$ cat src/rtl/usb_tx_bit_stuffer.sv
// usb_tx_bit_stuffer
// Transmit serializer and bit stuffer feeding the NRZI encoder. Packet bytes
// arrive over a valid/ready handshake and leave LSB-first, one bit per DPLL
// pulse. A 0 is inserted after every run of STUFF_RUN consecutive 1s.
//
// Ports:
//   clk, rst        system clock, synchronous active-high reset
//   pulse           one-cycle bit strobe; one line bit per pulse
//   byte_data       byte to transmit (LSB first)
//   byte_valid      byte_data/byte_last valid
//   byte_last       marks the final byte of the packet
//   byte_ready      block accepts a byte this cycle
//   curr_bit        bit presented to the NRZI encoder
//   start_encoding  high for the whole packet, including a trailing stuff bit
//   tx_busy         high whenever not idle
//   tx_done         one-cycle pulse at packet end
//   tx_err          one-cycle pulse on underrun (together with tx_done)
module usb_tx_bit_stuffer #(
    parameter int DATA_W    = 8,
    parameter int STUFF_RUN = 6
) (
    input  logic              clk,
    input  logic              rst,
    input  logic              pulse,
    input  logic [DATA_W-1:0] byte_data,
    input  logic              byte_valid,
    input  logic              byte_last,
    output logic              byte_ready,
    output logic              curr_bit,
    output logic              start_encoding,
    output logic              tx_busy,
    output logic              tx_done,
    output logic              tx_err
);

    localparam int CNT_W  = $clog2(DATA_W + 1);
    localparam int ONES_W = $clog2(STUFF_RUN + 1);

    typedef enum logic [1:0] {IDLE, SHIFT, STUFF, DONE} state_e;

    state_e              state_q, state_d;
    logic [DATA_W-1:0]   shreg_q, shreg_d;
    logic [DATA_W-1:0]   hold_q, hold_d;
    logic                hold_vld_q, hold_vld_d;
    logic                hold_last_q, hold_last_d;
    logic                cur_last_q, cur_last_d;   // byte in shreg is the last one
    logic                last_seen_q, last_seen_d; // byte_last accepted this packet
    logic [CNT_W-1:0]    bit_cnt_q, bit_cnt_d;
    logic [ONES_W-1:0]   ones_cnt_q, ones_cnt_d;
    logic                defer_q, defer_d;         // byte boundary postponed past a stuff bit
    logic                err_q, err_d;

    logic accept;
    logic boundary;
    logic resolve;

    function automatic logic [ONES_W-1:0] sat_inc(input logic [ONES_W-1:0] v);
        if (v == ONES_W'(STUFF_RUN)) begin
            return v;
        end
        return v + ONES_W'(1);
    endfunction

    always_comb begin
        state_d     = state_q;
        shreg_d     = shreg_q;
        hold_d      = hold_q;
        hold_vld_d  = hold_vld_q;
        hold_last_d = hold_last_q;
        cur_last_d  = cur_last_q;
        last_seen_d = last_seen_q;
        bit_cnt_d   = bit_cnt_q;
        ones_cnt_d  = ones_cnt_q;
        defer_d     = defer_q;
        err_d       = err_q;
        resolve     = 1'b0;

        byte_ready     = !hold_vld_q && !last_seen_q && (state_q != DONE);
        accept         = byte_valid && byte_ready;
        boundary       = (bit_cnt_q == CNT_W'(DATA_W - 1));
        curr_bit       = 1'b1;
        start_encoding = 1'b0;
        tx_busy        = (state_q != IDLE);
        tx_done        = (state_q == DONE);
        tx_err         = (state_q == DONE) && err_q;

        // Outside IDLE an accepted byte parks in the holding register; a
        // boundary resolution below may redirect it straight into shreg.
        if (accept && state_q != IDLE) begin
            hold_d      = byte_data;
            hold_vld_d  = 1'b1;
            hold_last_d = byte_last;
            last_seen_d = last_seen_q | byte_last;
        end

        case (state_q)
            IDLE: begin
                if (accept) begin
                    shreg_d     = byte_data;
                    cur_last_d  = byte_last;
                    last_seen_d = byte_last;
                    bit_cnt_d   = '0;
                    ones_cnt_d  = '0;
                    defer_d     = 1'b0;
                    err_d       = 1'b0;
                    state_d     = SHIFT;
                end
            end
            SHIFT: begin
                curr_bit       = shreg_q[0];
                start_encoding = 1'b1;
                if (pulse) begin
                    ones_cnt_d = shreg_q[0] ? sat_inc(ones_cnt_q) : '0;
                    shreg_d    = shreg_q >> 1;
                    bit_cnt_d  = bit_cnt_q + CNT_W'(1);
                    if (shreg_q[0] && ones_cnt_q == ONES_W'(STUFF_RUN - 1)) begin
                        state_d = STUFF;
                        defer_d = boundary;
                    end else if (boundary) begin
                        resolve = 1'b1;
                    end
                end
            end
            STUFF: begin
                curr_bit       = 1'b0;
                start_encoding = 1'b1;
                if (pulse) begin
                    ones_cnt_d = '0;
                    defer_d    = 1'b0;
                    if (defer_q) begin
                        resolve = 1'b1;
                    end else begin
                        state_d = SHIFT;
                    end
                end
            end
            DONE: begin
                state_d     = IDLE;
                last_seen_d = 1'b0;
                hold_vld_d  = 1'b0;
                err_d       = 1'b0;
            end
            default: state_d = IDLE;
        endcase

        // Byte boundary: finish the packet, load the next byte, or underrun.
        if (resolve) begin
            bit_cnt_d = '0;
            if (cur_last_q) begin
                state_d = DONE;
            end else if (hold_vld_q) begin
                shreg_d    = hold_q;
                cur_last_d = hold_last_q;
                hold_vld_d = accept;
                state_d    = SHIFT;
            end else if (accept) begin
                shreg_d    = byte_data;
                cur_last_d = byte_last;
                hold_vld_d = 1'b0;
                state_d    = SHIFT;
            end else begin
                err_d   = 1'b1;
                state_d = DONE;
            end
        end
    end

    always_ff @(posedge clk) begin
        if (rst) begin
            state_q     <= IDLE;
            shreg_q     <= '0;
            hold_q      <= '0;
            hold_vld_q  <= 1'b0;
            hold_last_q <= 1'b0;
            cur_last_q  <= 1'b0;
            last_seen_q <= 1'b0;
            bit_cnt_q   <= '0;
            ones_cnt_q  <= '0;
            defer_q     <= 1'b0;
            err_q       <= 1'b0;
        end else begin
            state_q     <= state_d;
            shreg_q     <= shreg_d;
            hold_q      <= hold_d;
            hold_vld_q  <= hold_vld_d;
            hold_last_q <= hold_last_d;
            cur_last_q  <= cur_last_d;
            last_seen_q <= last_seen_d;
            bit_cnt_q   <= bit_cnt_d;
            ones_cnt_q  <= ones_cnt_d;
            defer_q     <= defer_d;
            err_q       <= err_d;
        end
    end

endmodule
$ cat config.mk
export PLATFORM = sky130hd
export DESIGN_NAME = usb_tx_bit_stuffer
export DESIGN_NICKNAME = d
export VERILOG_FILES = /design/src/rtl/usb_tx_bit_stuffer.sv
export SDC_FILE = /design/constraint.sdc
export NUM_CORES = 1
export LEC_CHECK = 0
export ABC_AREA = 0
export CORE_AREA = 4 4 66 68
export DETAILED_ROUTE_END_ITERATION = 10
export DIE_AREA = 0 0 70 72
export PLACE_DENSITY_LB_ADDON = 0.15
export REMOVE_ABC_BUFFERS = 1
export SLEW_MARGIN = 10
export SYNTH_ARGS = -nofsm -noshare
export SYNTH_HDL_FRONTEND = slang
export SYNTH_SLANG_ARGS = --single-unit
$ cat constraint.sdc
create_clock -name clk -period 2.22 [get_ports clk]
set_clock_uncertainty 0.15 [all_clocks]
set_input_delay 0.333 -clock clk [delete_from_list [all_inputs] [get_ports clk]]
set_output_delay 0.333 -clock clk [all_outputs]
set_load 0.02 [all_outputs]
Yosys cells after proc, flatten, opt, wreduce, memory -nomap -nowiden
Cells that the tools add are included.
W data, S select, Z words.
{"block": "op_classes", "bitwise_logic": 1, "mux": 63, "eq_ne": 17, "addsub": 2, "reduce_logical": 18}
{"op": "$mux W8", "count": 6}
{"op": "$mux W1", "count": 32}
{"op": "$mux W2", "count": 9}
{"op": "$pmux W8 S2", "count": 1}
{"op": "$mux W3", "count": 5}
{"op": "$ne A3 B3 Y1 const B", "count": 5}
{"op": "$reduce_and A5 Y1", "count": 3}
{"op": "$ne A2 B2 Y1 const B", "count": 5}
{"op": "$pmux W3 S3", "count": 1}
{"op": "$mux W4", "count": 2}
{"op": "$pmux W1 S2", "count": 4}
{"op": "$pmux W2 S4", "count": 1}
{"op": "$pmux W4 S2", "count": 1}
{"op": "$eq A3 B3 Y1 const B", "count": 2}
{"op": "$logic_and A1 B1 Y1", "count": 6}
{"op": "$add A4 B1 Y4 const B", "count": 1}
{"op": "$eq A2 B2 Y1 const B", "count": 2}
{"op": "$eq A4 B3 Y1 const B", "count": 1}
{"op": "$ne A4 B4 Y1 const B", "count": 1}
{"op": "$reduce_bool A2 Y1", "count": 2}
{"op": "$reduce_or A2 Y1", "count": 2}
{"op": "$add A3 B1 Y3 const B", "count": 1}
{"op": "$pmux W1 S3", "count": 1}
{"op": "$reduce_and A3 Y1", "count": 1}
{"op": "5 further kinds", "count": 6}
{"block": "totals", "word_cells": 112, "regBits": 31, "output_inout_bits": 6, "in_bits": 13}

Longest topological paths before layout
{"block": "logic_depth", "depth_word": 11, "ltp_mapped": 8, "depth_no_buf": 6}

Least setup slack after synthesis
OpenSTA, ideal clock, no wires.
{"block": "synth_path", "path_type": "flip-flop to flip-flop", "startpoint": "register state_q[0]", "endpoint": "register bit_cnt_q[3]", "n_path_buf": 1, "arrival_ps": 2174, "path_stages_with_launch": 7, "t_required_ps": 1984, "synth_period_minus_slack_ps": 2410, "setup_slack_ps": -190, "setup_time_ps": 86, "path_cell_list": "dfxtp_1 > ha_1 > or4b_4 > buf_6 > a21o_1 > or4_1 > a211oi_1"}
{"block": "synth_between", "elab_chain_cells": 5, "elab_cells_between_ends": 13, "classes_between": "5 x eq/ne; 2 x mux; 6 x reduce/logical"}
{"item": "from (decl)", "line": "41", "rtl": "state_e state_q, state_d;"}
{"item": "from (signal assigned)", "line": "182", "rtl": "state_q <= state_d;"}
{"item": "$ne A2 B2 Y1", "line": "78", "rtl": "byte_ready = !hold_vld_q && !last_seen_q && (state_q != DONE);"}
{"item": "$logic_and A1 B1 Y1", "line": "78"}
{"item": "$logic_and A1 B1 Y1", "line": "79", "rtl": "accept = byte_valid && byte_ready;"}
{"item": "$ne A2 B2 Y1 (no line)"}
{"item": "$reduce_and A3 Y1 (no line)"}
{"item": "to (signal assigned)", "line": "189", "rtl": "bit_cnt_q <= bit_cnt_d;"}
{"item": "to (decl)", "line": "48", "rtl": "logic [CNT_W-1:0] bit_cnt_q, bit_cnt_d;"}
Parallel ways exist; a longest one is shown, timed or not.
A chain may end at the register's enable or synchronous reset.

Final worst setup path
Ends and elaborated chain as after synthesis.

==> impl_metrics.tcl <==
set metrics [dict create \
    status "finished, violations left" \
    violations "setup timing" \
    drt_pass1_iterations 4 \
    synth_top_area_share 0.3372 \
    ir_worst_vdd_v 0.0003937 \
    synth_edf_count 0 \
    syn_inst 227 \
    p_total_mw 1.777 \
    criticalPathCategory "flip-flop to flip-flop" \
    core_region_area_um2 3856 \
    syn_area_um2 1841 \
    antenna_found_initial 0 \
    cts_tree "yes" \
    clock_latency_ns 0.28 \
    place_ws_ns -0.2314 \
    arrival_ns 2.28 \
    area_delta_synth_final_pct 28.35 \
    routabilityCongestion 0.9208 \
    die_y_um 72 \
    setup_viol_count_final 1 \
    drc_errors 0 \
    clkTransAtPathRegs_ns 0.07 \
    root_buffer "clkbuf_8" \
    synth_top_area_cell "dfxtp_1" \
    ys_warn_count 0 \
    synth_common_cells "31 x dfxtp_1, 22 x a21oi_1, 20 x o21ai_0, 19 x nand2_1, 15 x inv_1" \
    grt_max_degree 18 \
    use_met3 0.04432 \
    grt-busiest-layer "met2" \
    max_stage_delay_ns 0.52 \
    tns_ns -0.01308 \
    cts_max_level 2 \
    grt_pass1_vias 1703 \
    fin_hold_ws_ns 0.3284 \
    clkSinkCount 31 \
    synth.most_common_cell "dfxtp_1" \
    min_path_type "flip-flop to flip-flop" \
    crit_family "simple AND/OR/NAND/NOR gates" \
    hold_viol_final 0 \
    power_leakage_nw 0.9263 \
    numCtsBuffers 5 \
    start_util 0.4773 \
    dpl_cell_area_um2 2200 \
    num_io_pins 19 \
    drt-initial-drc-count 105 \
    critical-path-slowest-cell "or4_4" \
    diodes 0 \
    setup_slack_ns -0.01308 \
    maxSlewViolCount 0 \
    worst_pin_slew_ns 0.3934 \
    num_rows 23 \
    maxCapViolations 0 \
    die-area_um2 5040 \
    async_reset_ff_frac 0 \
    post_cts_buffers 0 \
    grt_pass1_wl_mm 8.231 \
    rsz0062_at_grt "yes" \
    end_kind "flip-flop" \
    clk_path_buf_depth 2 \
    crit_buf_inv 0 \
    avgSynthCellArea_um2 8.108 \
    grt-ovfl-total 0 \
    period_share 1.006 \
    nets 283 \
    timing.rr.start "state_q[0]$_SDFFE_PP0P_" \
    hold_path_depth 2 \
    grt_use_met1 0.2611 \
    fp.dieW_um 70 \
    num_vias 1777 \
    post-route-cell-area_um2 2362 \
    r2r_end "bit_cnt_q[3]$_SDFFE_PP0P_" \
    whs_endpoint "hold_q[3]$_SDFFE_PP0P_" \
    crit_fanout 3 \
    place_hpwl_mm 3.388 \
    slew-limit-headroom 0.7369 \
    ys_seq_elements 31 \
    yosysSeqAreaShare 0.3372 \
    ys.flop_type "dfxtp_1" \
    crit_required_ns 2.27 \
    post-route-min-period_ns 2.233 \
    postRouteWirelength_mm 4.738 \
    gr-usage-all-layers 0.2026 \
    cp-start-kind "flip-flop" \
    drive_gt1_frac 0.2053 \
    wl_per_cell_um 15.14 \
    ant_nets 0 \
    met2_usage 0.3389 \
    fmax_mhz 447.8 \
    ff2ff_path_depth 5 \
    rrSetupSlack_ns -0.01 \
    n_fill_cell 368 \
    crit_chain "ha_2, or4b_4, a21o_1, or4_4, a211oi_2" \
    hold_start "hold_q[3]$_SDFFE_PP0P_" \
    yosys-top-cells-area "dfxtp_1 34%, a21oi_1 6.0%, ha_1 5.4%" \
    io_buffers 18 \
    pwr_density_cell_nw_per_um2 752.4 \
    synthDistinctLibCells 47 \
    viasPerCell 5.677 \
]
[cell usage in the layout (no fill, tap or decap), types with 4 or more instances in the layout]
master,instances
clkdlybuf4s50_1,12
nand3_1,11
a31oi_1,4
nor2_1,9
nor2b_1,4
nand2_1,19
inv_1,15
a21oi_1,22
o21ai_0,19
clkbuf_8,6
o221ai_1,8
a22oi_1,7
nor3_1,4
ha_1,6
dfxtp_1,31
mux2_2,7
buf_4,24
dlygate4sd2_1,4
[tightest hold or removal path, delay by kind of cell (launching register included)]
family          cells  cell delay [ns]
flops               1             0.31
compound gates      2             0.12
[what timing repair did]
item	CTS	global route
endpoints found under the setup margin	7	11
pin swaps	1	2
hold buffers	0	0
gates resized for setup	9	14
[logic make-up (layout without fill, tap and decap cells)]
logic type | Yosys count | count (layout) | synth area share
fa+ha+maj | 8 | 8 | 0.05439
xor+xnor | 1 | 1 | 0.004760
mux | 9 | 9 | 0.05371
buf+inv | 30 | 66 | 0.06934
flops | 31 | 31 | 0.3372
compound gates | 84 | 84 | 0.2944
simple gates | 64 | 64 | 0.1863
[registers in the layout (all words and copies together), names as in the netlist]
name and flops:
last_seen_q 1, hold_vld_q 1, cur_last_q 1, bit_cnt_q 4
err_q 1, hold_last_q 1, hold_q 8, shreg_q 8
state_q 2, ones_cnt_q 3, defer_q 1
[routing by layer]
layer	wire length (um)	vias to the layer above
met5	0	-
met4	46	0
met3	240	7
met2	2214	48
met1	2236	807
li1	-	915
[stage by stage]
stage,util,std cells
final,0.6126,313
after global routing,0.6126,313
after CTS,0.6025,313
after detailed placement,0.5704,305
after global placement,0.5704,305
after floorplan,-,212
[power by group]
group / switching, mW / total (mW) / internal [mW]
Sequential: 0.0352 / 0.641 / 0.606
Clock: 0.216 / 0.579 / 0.363
Combinational: 0.311 / 0.557 / 0.246
[area by class of cell]
cell class,instances,area [um2],area share
Clock buffer,6,82.58,0.03496
Sequential cell,31,620.6,0.2627
Tap cell,50,62.56,0.02648
Inverter,15,56.30,0.02383
Multi-Input combinational cell,166,1141,0.4830
Clock inverter,2,35.03,0.01483
Timing Repair Buffer,43,364.1,0.1541
[worst max path at each step]
stage | cells after the start | endpoint | startpoint | slack [ns]
2_1_floorplan | 5 | bit_cnt_q[3]$_SDFFE_PP0P_ | state_q[0]$_SDFFE_PP0P_ | -0.36
3_3_place_gp | 6 | bit_cnt_q[2]$_SDFFE_PP0P_ | byte_valid | -0.23
3_5_place_dp | 6 | bit_cnt_q[2]$_SDFFE_PP0P_ | byte_valid | -0.23
4_1_cts | 8 | shreg_q[0]$_SDFF_PP0_ | state_q[0]$_SDFFE_PP0P_ | -0.002
5_1_grt | 5 | bit_cnt_q[3]$_SDFFE_PP0P_ | state_q[0]$_SDFFE_PP0P_ | -0.04
6_report | 5 | bit_cnt_q[3]$_SDFFE_PP0P_ | state_q[0]$_SDFFE_PP0P_ | -0.01
Power figures use the tool's default switching activity.
==> edit, RTL diff (config.mk and constraints unchanged) <==
`STUFF_RUN`: 6 -> 8.
--- a/src/rtl/usb_tx_bit_stuffer.sv
+++ b/src/rtl/usb_tx_bit_stuffer.sv
@@ -17,7 +17,7 @@
 //   tx_err          one-cycle pulse on underrun (together with tx_done)
 module usb_tx_bit_stuffer #(
     parameter int DATA_W    = 8,
-    parameter int STUFF_RUN = 6
+    parameter int STUFF_RUN = 8
 ) (
     input  logic              clk,
     input  logic              rst,
Function: changed (a bounded check fails within 10 cycles, from zero or initial values and one cycle with rst high).
==> edit against the unedited design <==
- area after synthesis shrank 3.2%
- total power grew 6.7%
- final area shrank 2.1%
- wire length shrank 9.3%
- largest cell class unchanged
- sequential cell count grew 1
- critical path type is now reg -> out
- critical path depth shrank 2
- setup slack gained 0.11 ns
==> edit: results (changes against the unedited design) <==
Status
  – Status: completed

Detailed routing
  – Aggregate routed wire length: 4.30 mm (-9.3%)
  – Via count: 1690 (-4.9%)
  – Iter 0 DRT Violations: 113 (+7.6%)
  – TritonRoute pass-1 iters: 4 (unchanged)

Cells and area
  – Filler instances: 373 (+1.4%)
  – Layout cells sized above 1: 0.160 (-0.0449)
  – Top Registers: hold_q (8), shreg_q (8)
  – Nets: 287 (+1.4%)

STA
  – Worst-Margin Slew: 0.493 ns (+0.0997 ns)
  – Fin Hold WS: 0.304 ns (-0.0245 ns)
  – Minimum clock period: 2.12 ns (-0.114 ns)

Placement
  – Routability cong.: 0.822 (-11%)
  – DP HPWL: 3.11 mm (-8.1%)
  – Pre-CTS worst setup slack: -0.211 ns (+0.0205 ns)

Synth
  – Mux share of post-synthesis cell area: 0.0569 (+0.00318)
  – Sequential fraction of the synthesis area: 0.360 (+0.0224)
  – Netlist cell types: 41 (-13%)
  – Post-synthesis compound-gate area fraction: 0.223 (-0.0717)
  – Synth area leaders: dfxtp_1, nand2_1, a21oi_1, mux2i_1, ha_1
  – Post-Synth Adder-Cell Area: 0.0492 (-0.00523)
  – Xor/xnor cell area share of the yosys netlist: 0.0147 (+0.00999)
  – Most frequent cells after synthesis: nand2_1, dfxtp_1, a21oi_1

Pwr
  – Internal: 1230 µW (+1.1%)
  – Maximum vdd ir drop: 0.445 mV (+13%)
  – Leakage power: 0.000910 µW (-1.8%)

Global routing
  – First-pass GRT wire length: 7.21 mm (-12%)
  – Number of global-route vias before repair: 1635 (-4.0%)
  – Largest net degree at the start of global routing: 16 (-2)
  – Total GRT Usage: 0.175 (-0.0272)

Clock tree
  – H-Tree Depth: 2 (unchanged)

Critical path
  – Max FO, Critical Path: 8 (+5)
  – WP data arrival: 1.64 ns (-0.64 ns)
  – Worst reg2reg setup slack: 0.11 ns (+0.12 ns)
-- edit: power by group through the flow --
stage	Sequential, µW	Combinational, µW	Clock, µW
after global routing	693	822	494
after global placement	693	727	0
after floorplan	697	414	0
after detailed placement	695	733	0
final	685	753	459
after CTS	682	718	479
-- edit: kinds of logic after synthesis --
kind of cell,Yosys count
multiplexers,10
AND/OR/NAND/NOR,95
XOR/XNOR,3
flip-flops,32
buffers and inverters,19
AO/OA/AOI/OAI,60
adder cells (fa/ha/maj),7
-- edit: timing repair --
action	in CTS	in global routing
gates resized for setup	4	6
cloned	0	0
setup buffers	0	1
setup endpoints to repair	5	16
pin swaps	1	3
-- edit: layout make-up --
| type | count | area share |
|---|---|---|
| clock buffer | 8 | 0.0390 |
| multi-input combinational | 175 | 0.474 |
| tap | 50 | 0.0271 |
| timing repair buffer | 45 | 0.170 |
| inverter | 8 | 0.0130 |
| sequential | 32 | 0.277 |
-- edit: path summary, 6_finish.rpt --
path / start / end / cells after the start
max: state_q[0] / tx_done / 3
min: hold_q[6] / hold_q[6] / 2
max reg2reg: state_q[0] / ones_cnt_q[0] / 6
min reg2reg: hold_q[6] / hold_q[6] / 2
-- edit: metal layers --
metal / wire (µm) / global-route usage / up-vias / part of all wire
li1: - / - / 896 / -
met1: 2110 / 0.226 / 772 / 0.49
met2: 2010 / 0.292 / 20 / 0.47
met3: 144 / 0.0416 / 2 / 0.033
met4: 27 / 0.0574 / 0 / 0.0063
met5: 0 / 0 / - / 0
-- edit: per-stage QoR --
stage | instances | setup TNS [ns] | cell area (µm²)
after global routing | 318 | 0 | 2310
final | 318 | 0 | 2310
after floorplan | 215 | -14.35 | 1740
after global placement | 309 | -2.24 | 2190
after detailed placement | 309 | -2.23 | 2190
after CTS | 317 | 0 | 2280
-- edit: critical path, stage by stage, from the launching register on --
cell	delay [ns]
dfxtp_1	0.34
ha_1	0.20
buf_4	0.20
clkdlybuf4s50_1	0.62
